--- src/rtl/print_sequencer.sv ---
// print_sequencer: streams a latched 32-bit value as uppercase hex or binary ASCII, MSD first, with optional CR/LF.
module print_sequencer #(
  parameter int MAX_HEX = 8,
  parameter int MAX_BIN = 32
) (
  input  logic        clk,
  input  logic        rst,
  input  logic        start,
  input  logic        fmt,
  input  logic [5:0]  num_chars,
  input  logic [31:0] number_in,
  input  logic        add_newline,
  input  logic        char_ready,
  output logic [7:0]  char_out,
  output logic        char_valid,
  output logic        busy,
  output logic        done
);
  localparam logic [2:0] IDLE = 3'd0, DIGIT = 3'd1, CR = 3'd2, LF = 3'd3, FIN = 3'd4;
  localparam logic [5:0] HMAX = 6'(MAX_HEX), BMAX = 6'(MAX_BIN);
  logic [2:0] state, nxt;
  logic [31:0] num, num_n;
  logic fmt_r, fmt_n, nl, nl_n, acc, xfer, act;
  logic [4:0] idx, idx_n;
  logic [5:0] n;
  logic [3:0] nib;
  logic [7:0] ch;
  always_comb begin
    n = fmt ? (num_chars > BMAX ? BMAX : num_chars) : (num_chars > HMAX ? HMAX : num_chars);
    acc = start && !busy;
    xfer = char_valid && char_ready;
    nxt = state;
    num_n = num;
    fmt_n = fmt_r;
    nl_n = nl;
    idx_n = idx;
    if (acc) begin
      num_n = number_in;
      fmt_n = fmt;
      nl_n = add_newline;
      idx_n = 5'(n - 6'd1);
      nxt = n != 6'd0 ? DIGIT : add_newline ? CR : FIN;
    end else if (state == FIN) begin
      nxt = IDLE;
    end else if (xfer) begin
      if (state == DIGIT) begin
        idx_n = idx - 5'd1;
        if (idx == 5'd0) nxt = nl ? CR : FIN;
      end else begin
        nxt = state == CR ? LF : FIN;
      end
    end
  end
  // Outputs are registered from next-state values so the first character appears the cycle after acceptance.
  always_comb begin
    nib = 4'(num_n >> {idx_n[2:0], 2'b00});
    act = nxt == DIGIT || nxt == CR || nxt == LF;
    ch = nxt == CR ? 8'h0D : nxt == LF ? 8'h0A : nxt != DIGIT ? 8'h00 :
         fmt_n ? {7'h18, num_n[idx_n]} : nib < 4'd10 ? {4'h3, nib} : 8'h37 + {4'h0, nib};
  end
  always_ff @(posedge clk or posedge rst) begin
    if (rst) begin
      state <= IDLE;
      num <= '0;
      fmt_r <= 1'b0;
      nl <= 1'b0;
      idx <= '0;
      char_out <= 8'h00;
      char_valid <= 1'b0;
      busy <= 1'b0;
      done <= 1'b0;
    end else begin
      state <= nxt;
      num <= num_n;
      fmt_r <= fmt_n;
      nl <= nl_n;
      idx <= idx_n;
      char_out <= ch;
      char_valid <= act;
      busy <= act;
      done <= nxt == FIN;
    end
  end
endmodule
--- config.mk ---
export PLATFORM = sky130hd
export DESIGN_NAME = print_sequencer
export DESIGN_NICKNAME = d
export VERILOG_FILES = /design/src/rtl/print_sequencer.sv
export SDC_FILE = /design/constraint.sdc
export NUM_CORES = 1
export LEC_CHECK = 0
export CORE_AREA = 2 2 64 111
export DETAILED_ROUTE_END_ITERATION = 8
export DIE_AREA = 0 0 66 113
export GPL_ROUTABILITY_DRIVEN = 0
export PLACE_DENSITY = 0.84
export SYNTH_ARGS = -nofsm -noshare
export SYNTH_HDL_FRONTEND = slang
export SYNTH_SLANG_ARGS = --single-unit
--- constraint.sdc ---
create_clock -name clk -period 2.94 [get_ports clk]
set_input_delay 0.441 -clock clk [delete_from_list [all_inputs] [get_ports clk]]
set_output_delay 0.441 -clock clk [all_outputs]
set_load 0.1 [all_outputs]
After elaboration in Yosys (flattened, before gate mapping)

Index checks and enable logic that the tools add are counted.

Add/subtract/negate cells: 3
Magnitude comparators: 4
Equality and inequality tests: 8
Shifts and indexed selects: 1
Mux-type cells: 25
Reductions and logical operators: 7

Operator list:

| kind                | number |
|---|---|
| $mux 7              | 5 |
| $mux 32             | 1 |
| $shr 32x5->4        | 1 |
| $mux 3              | 9 |
| $mux 5              | 4 |
| $mux 6              | 3 |
| $sub 5x1->5 const B | 2 |
| $eq 3x2->1 const B  | 3 |
| $add 6x4->7 const A | 1 |
| $eq 3x1->1 const B  | 2 |
| $eq 3x3->1 const B  | 2 |
| $gt 6x4->1 const B  | 1 |
| $gt 6x6->1 const B  | 1 |
| $lt 5x6->1 const B  | 1 |
| $reduce_bool 6->1   | 1 |
| $bmux 1 s5          | 1 |
| $logic_not 5->1     | 1 |
| $lt 4x4->1 const B  | 1 |
| $ne 3x1->1 const B  | 1 |
| $logic_and 1x1->1   | 2 |
| $logic_or 1x1->1    | 2 |
| $mux 1              | 2 |
| $logic_not 1->1     | 1 |

Bits in registers: 51
Input bits: 44
Output and inout bits: 11
Word-level logic and storage cells: 56

Longest topological paths before layout

Word-level depth: 12
Depth in mapped cells: 19
Mapped depth without buffers: 16

Least setup slack after synthesis

Ideal clock, no wire load.

Path type: register to register
Start: register busy
End: register char_out[2]
Library setup time: 118 ps
Arrival: 3302 ps
Required time: 2822 ps
Slack: -480 ps
Cell stages (with the launch flop): 15
Buffers on the path: 4
Clock period less this slack: 3420 ps
Path through: dfrtp_1 clkbuf_1 nand2_1 o32a_4 and2_1 buf_6 buf_6 buf_2 o211ai_1 o311ai_0 nand2_1 ha_1 a21o_1 nand2_1 a21o_1

Longest elaborated chain between the ends: 11
Elaborated cells on any way between the ends: 22
Classes of those cells: add/sub (1); order compare (1); eq/ne (3); shift (1); mux (13); reduce/logical (3)

Ends and longest elaborated chain:

| what                                             | RTL line | text |
|---|---|---|
| from (decl)                                      | 16       | `output logic busy,` |
| from (signal assigned)                           | 80       | `busy <= act;` |
| $logic_and 1x1->1                                | n/a      |  |
| $mux 5 (2 in series)                             | n/a      |  |
| $mux 5                                           | 37       | `if (acc) begin` |
| $shr 32x5->4                                     | 56       | `nib = 4'(num_n >> {idx_n[2:0], 2'b00});` |
| $add 6x4->7 / $lt 4x4->1 (equally long branches) | 59       | `fmt_n ? {7'h18, num_n[idx_n]} : nib < 4'd10 ? {4'h3, nib} : 8'h37 + {4'h0, nib};` |
| $mux 7 (2 in series)                             | 59       |  |
| $mux 7 (2 in series)                             | 58       | `ch = nxt == CR ? 8'h0D : nxt == LF ? 8'h0A : nxt != DIGIT ? 8'h00 :` |
| $mux 7 (*)                                       | 58       |  |
| via ch[2]                                        | 27       | `logic [7:0] ch;` |
| to (signal assigned)                             | 78       | `char_out <= ch;` |
| to (decl)                                        | 14       | `output logic [7:0] char_out,` |

The timed path passes the listed nets; every way through them passes the cells marked *.
A chain may end at the register's enable or synchronous reset.

Final worst setup path

Start: register state[2]
End: register char_out[2]

Longest elaborated chain between the ends: 12
Elaborated cells on any way between the ends: 24
Classes of those cells: add/sub (1); order compare (1); eq/ne (6); shift (1); mux (15)

Ends and longest elaborated chain:

| what                                             | RTL line | text |
|---|---|---|
| from (decl)                                      | 21       | `logic [2:0] state, nxt;` |
| from (signal assigned)                           | 73       | `state <= nxt;` |
| $eq 3x1->1                                       | 46       | `if (state == DIGIT) begin` |
| $mux 5                                           | 46       |  |
| $mux 5                                           | 45       | `end else if (xfer) begin` |
| $mux 5                                           | 43       | `end else if (state == FIN) begin` |
| $mux 5                                           | 37       |  |
| $shr 32x5->4                                     | 56       |  |
| $add 6x4->7 / $lt 4x4->1 (equally long branches) | 59       |  |
| $mux 7 (2 in series)                             | 59       |  |
| $mux 7 (2 in series)                             | 58       |  |
| $mux 7 (*)                                       | 58       |  |
| via ch[2]                                        | 27       |  |

Marks and branches as above.

==> summary.md <==
| Metric | Value |
|---|---|
| Status | `finished with violations` |
| Layout cells sized above 1 | `around 30%` |
| Num ports | `55` |
| Finished layout cell area | `approximately 4400 sq um` |
| Full die area | `roughly 7500 sq um` |
| Synth unique cells | `71` |
| Crit path kind | `reg2reg` |
| Final setup violation count | `1` |
| Vias in the first global route | `about 3400` |
| Final Cycle Share | `100.7%` |
| Critical Path, Cell by Cell | `or3b_1 > o32a_4 > and2_4 > buf_4 > o211ai_1 > o311ai_2 > nand2_2 > ha_4 > a21o_1 > nand2_1 > a21o_1` |
| CP max stage delay | `0.54 ns` |
| DR WL/cell | `approximately 18 um` |
| CTS tree | `built` |
| Synthesized cell area | `3077 sq um` |
| Type of the worst min-delay path | `in2async` |
| Slew Limit Fails | `0` |
| Syn_area_per_cell | `8.944 sq um` |
| Skew final | `0.007284 ns` |
| Clock edge transition at the registers on the reported setup and hold paths | `about 0.070 ns` |
| CTS Buf Count | `5` |
| Max layer used | `met4` |
| Post-synth EDFFs | `0` |
| Initial core utilization | `~47%` |
| FP Rows | `39` |
| Die W | `around 66 um` |
| FF+latch count, synth | `51` |
| Yosys top cell area share | `between 40% and 50%` |
| Biggest area consumer among synthesized cells | `dfrtp_1` |
| Met2 wire len | `about 5.4 mm` |
| Critical path data arrival time | `3.16 ns` |
| CP Capture Type | `flop` |
| Synth Area in Simple Gates | `between 20% and 30%` |
| Multiplexer share of the synthesized area | `under 10%` |
| DP Area | `a little over 4000 sq um` |
| Area Growth Syn to Fin | `43.27%` |
| First-iteration detailed-routing DRC count | `around 190` |
| Core area | `6539 sq um` |
| Wire length on met3 | `approximately 470 um` |
| Fillers | `~520` |
| FFs w/ async S/R, synth | `100.0%` |
| Slowest cell on the critical path | `or3b_1` |
| Nets | `approximately 510` |
| CP dominant cell by count | `a21o_1` |
| Final hold viol count | `0` |
| Post-route ant nets | `0` |
| DR vias/cell | `~6` |
| Count of max-cap constraint violations | `0` |
| Post-route DRC | `0` |
| Dpl hpwl | `6.815 mm` |
| Fin crit period | `2.959 ns` |
| Total Wirelength | `approximately 10 mm` |
| Cell depth of the worst flop-to-flop path | `11` |
| Compound-gate portion of the synthesized area | `between 20% and 30%` |
| Synthesized Nets | `around 390` |
| Critical-path maximum fanout | `7` |
| Fmax achieved | `0.3379 GHz` |
| Main synth FF type | `dfrtp_1` |
| Synth Instances | `around 340` |
| XOR/XNOR Fraction of Synth Area | `between 1.5 and 2%` |
| Total GRT Usage | `28.10%` |
| Largest net degree at the start of global routing | `31` |
| Clock sinks | `51` |
| Root Driver | `clkbuf_16` |
| Max clock buf depth | `2` |
| PortBufs | `between 50 and 60` |
| Reg2Reg Setup Slack | `-0.02 ns` |
| Number of H-tree levels | `2` |
| N_diodes | `0` |
| First-pass GRT wire length | `around 16 mm` |
| Main combinational cell family by area after synthesis | `compound AO/OA/AOI/OAI gates` |
| Worst-Skew Late Latency | `roughly 0.3 ns` |
| Ys Warns | `0` |
| Crit start category | `flop` |
| Critical path required time | `3.14 ns` |
| Dominant cells by area after synthesis | `dfrtp_1 (41%), nand2_1 (8.3%), mux2i_1 (4.9%)` |
| Antenna violations before repair | `0` |
| Post-Synth Adder-Cell Area | `1.220%` |
| Wl on met1 | `between 3 and 4 mm` |
| Vias | `~3200` |
| Drt pass-1 iters | `4` |
| RSZ-0062 raised after global routing | `true` |
| Failing checks | `setup timing` |
| Register area share after synthesis | `41.48%` |
| Die extent in y | `approximately 110 um` |
| Grt ovf | `0` |
| Final Worst Setup Slack | `-0.01944 ns` |
-- per-stage QoR --
step	setup slack [ns]	hold WS, ns	utilization [%]	cells	TNS [ns]
floorplan	-0.03184	0.4350	-	344	-0.04829
global placement	-0.4392	0.4591	63.45	530	-2.891
detailed placement	-0.5505	0.4640	63.45	530	-3.626
CTS	-0.002346	0.4795	66.97	541	-0.002346
global route	-0.1557	0.5192	67.41	542	-0.3348
finish	-0.01944	0.4802	67.41	542	-0.01944
-- critical path, delay by kind of cell (launching register included) --
kind | cells | cell delay, ns
compound gates | 5 | 1.14
fa+ha+maj | 1 | 0.16
buf+inv | 1 | 0.15
flops | 1 | 0.44
simple gates | 4 | 0.94
-- cells by family (layout without fill, tap and decap cells) --
| logic type | after synthesis | count (layout) |
|---|---|---|
| other | 1 | 1 |
| XOR/XNOR | 6 | 6 |
| AO/OA/AOI/OAI | 83 | 83 |
| multiplexers | 20 | 20 |
| flip-flops | 51 | 51 |
| adder cells (fa/ha/maj) | 3 | 3 |
| AND/OR/NAND/NOR | 137 | 139 |
| buffers and inverters | 43 | 157 |
-- final cells by class --
type / instances / area (sq um) / share of cell area [%]
Tap cell: 82 / 102.6 / 2.328
Clock buffer: 5 / 125.1 / 2.838
Inverter: 24 / 95.09 / 2.157
Multi-Input combinational cell: 252 / 1715 / 38.92
Timing Repair inverter: 1 / 6.256 / 0.1419
Clock inverter: 3 / 25.02 / 0.5677
Sequential cell: 51 / 1277 / 28.98
Timing Repair Buffer: 124 / 1061 / 24.07
-- registers in the layout (all words and copies together), names as in the netlist --
name / cells
fmt_r: 1
done: 1
idx: 5
state: 3
busy: 1
char_out: 7
num: 32
nl: 1
-- path summary, 6_finish.rpt --
path | endpoint | startpoint
worst max-delay path | char_out[2]$_DFF_PP0_ | state[2]$_DFF_PP0_
worst min-delay path | char_out[2]$_DFF_PP0_ | rst
worst max register to register | char_out[2]$_DFF_PP0_ | state[2]$_DFF_PP0_
worst min register to register | num[20]$_DFF_PP0_ | num[20]$_DFF_PP0_
max in group asynchronous | num[4]$_DFF_PP0_ | rst
min in group clk | num[20]$_DFF_PP0_ | num[20]$_DFF_PP0_
-- what timing repair did --
item                                    4_1_cts  5_1_grt
endpoints found under the hold margin         0        0
endpoints found under the setup margin        7        7
setup buffers                                 1        1
cloned                                        3        0
hold buffers                                  0        0
resized for setup                            23       14
pin swaps                                    16       13
-- placed cells by master, fill, tap and decap left out, types with 3 or more instances in the layout --
cell,n
nand2b_1,3
xnor2_1,5
inv_1,21
mux2i_1,15
a21oi_1,12
and3_1,4
clkbuf_16,5
a31oi_1,5
nor2_1,25
o21ai_0,16
mux2_2,5
buf_6,6
clkdlybuf4s50_1,37
nor3_1,4
nand3_1,8
buf_4,75
nor2_2,4
a21o_1,3
o211ai_1,7
nand2_1,66
o21ai_1,3
dfrtp_1,50
and2_4,3
-- synth_stat cells, types with 4 or more instances --
| master | number |
|---|---|
| inv_1 | 23 |
| a21oi_1 | 12 |
| mux2_2 | 5 |
| xnor2_1 | 5 |
| dfrtp_1 | 51 |
| clkbuf_1 | 6 |
| buf_2 | 6 |
| nand2_1 | 68 |
| and3_1 | 4 |
| o211ai_1 | 7 |
| a31oi_1 | 5 |
| mux2i_1 | 15 |
| o21ai_0 | 18 |
| nor3_1 | 5 |
| nand3_1 | 9 |
| nor2_1 | 27 |
-- routing by layer --
| layer | GRT usage [%] | vias up |
|---|---|---|
| met5 | 0 | - |
| met4 | 18.50 | 0 |
| met3 | 5.169 | 51 |
| met2 | 49.83 | 149 |
| met1 | 29.20 | 1548 |
| li1 | - | 1436 |
Power is not shown: default switching activity piles up to over one toggle a cycle in this logic, so the estimate is an artifact.
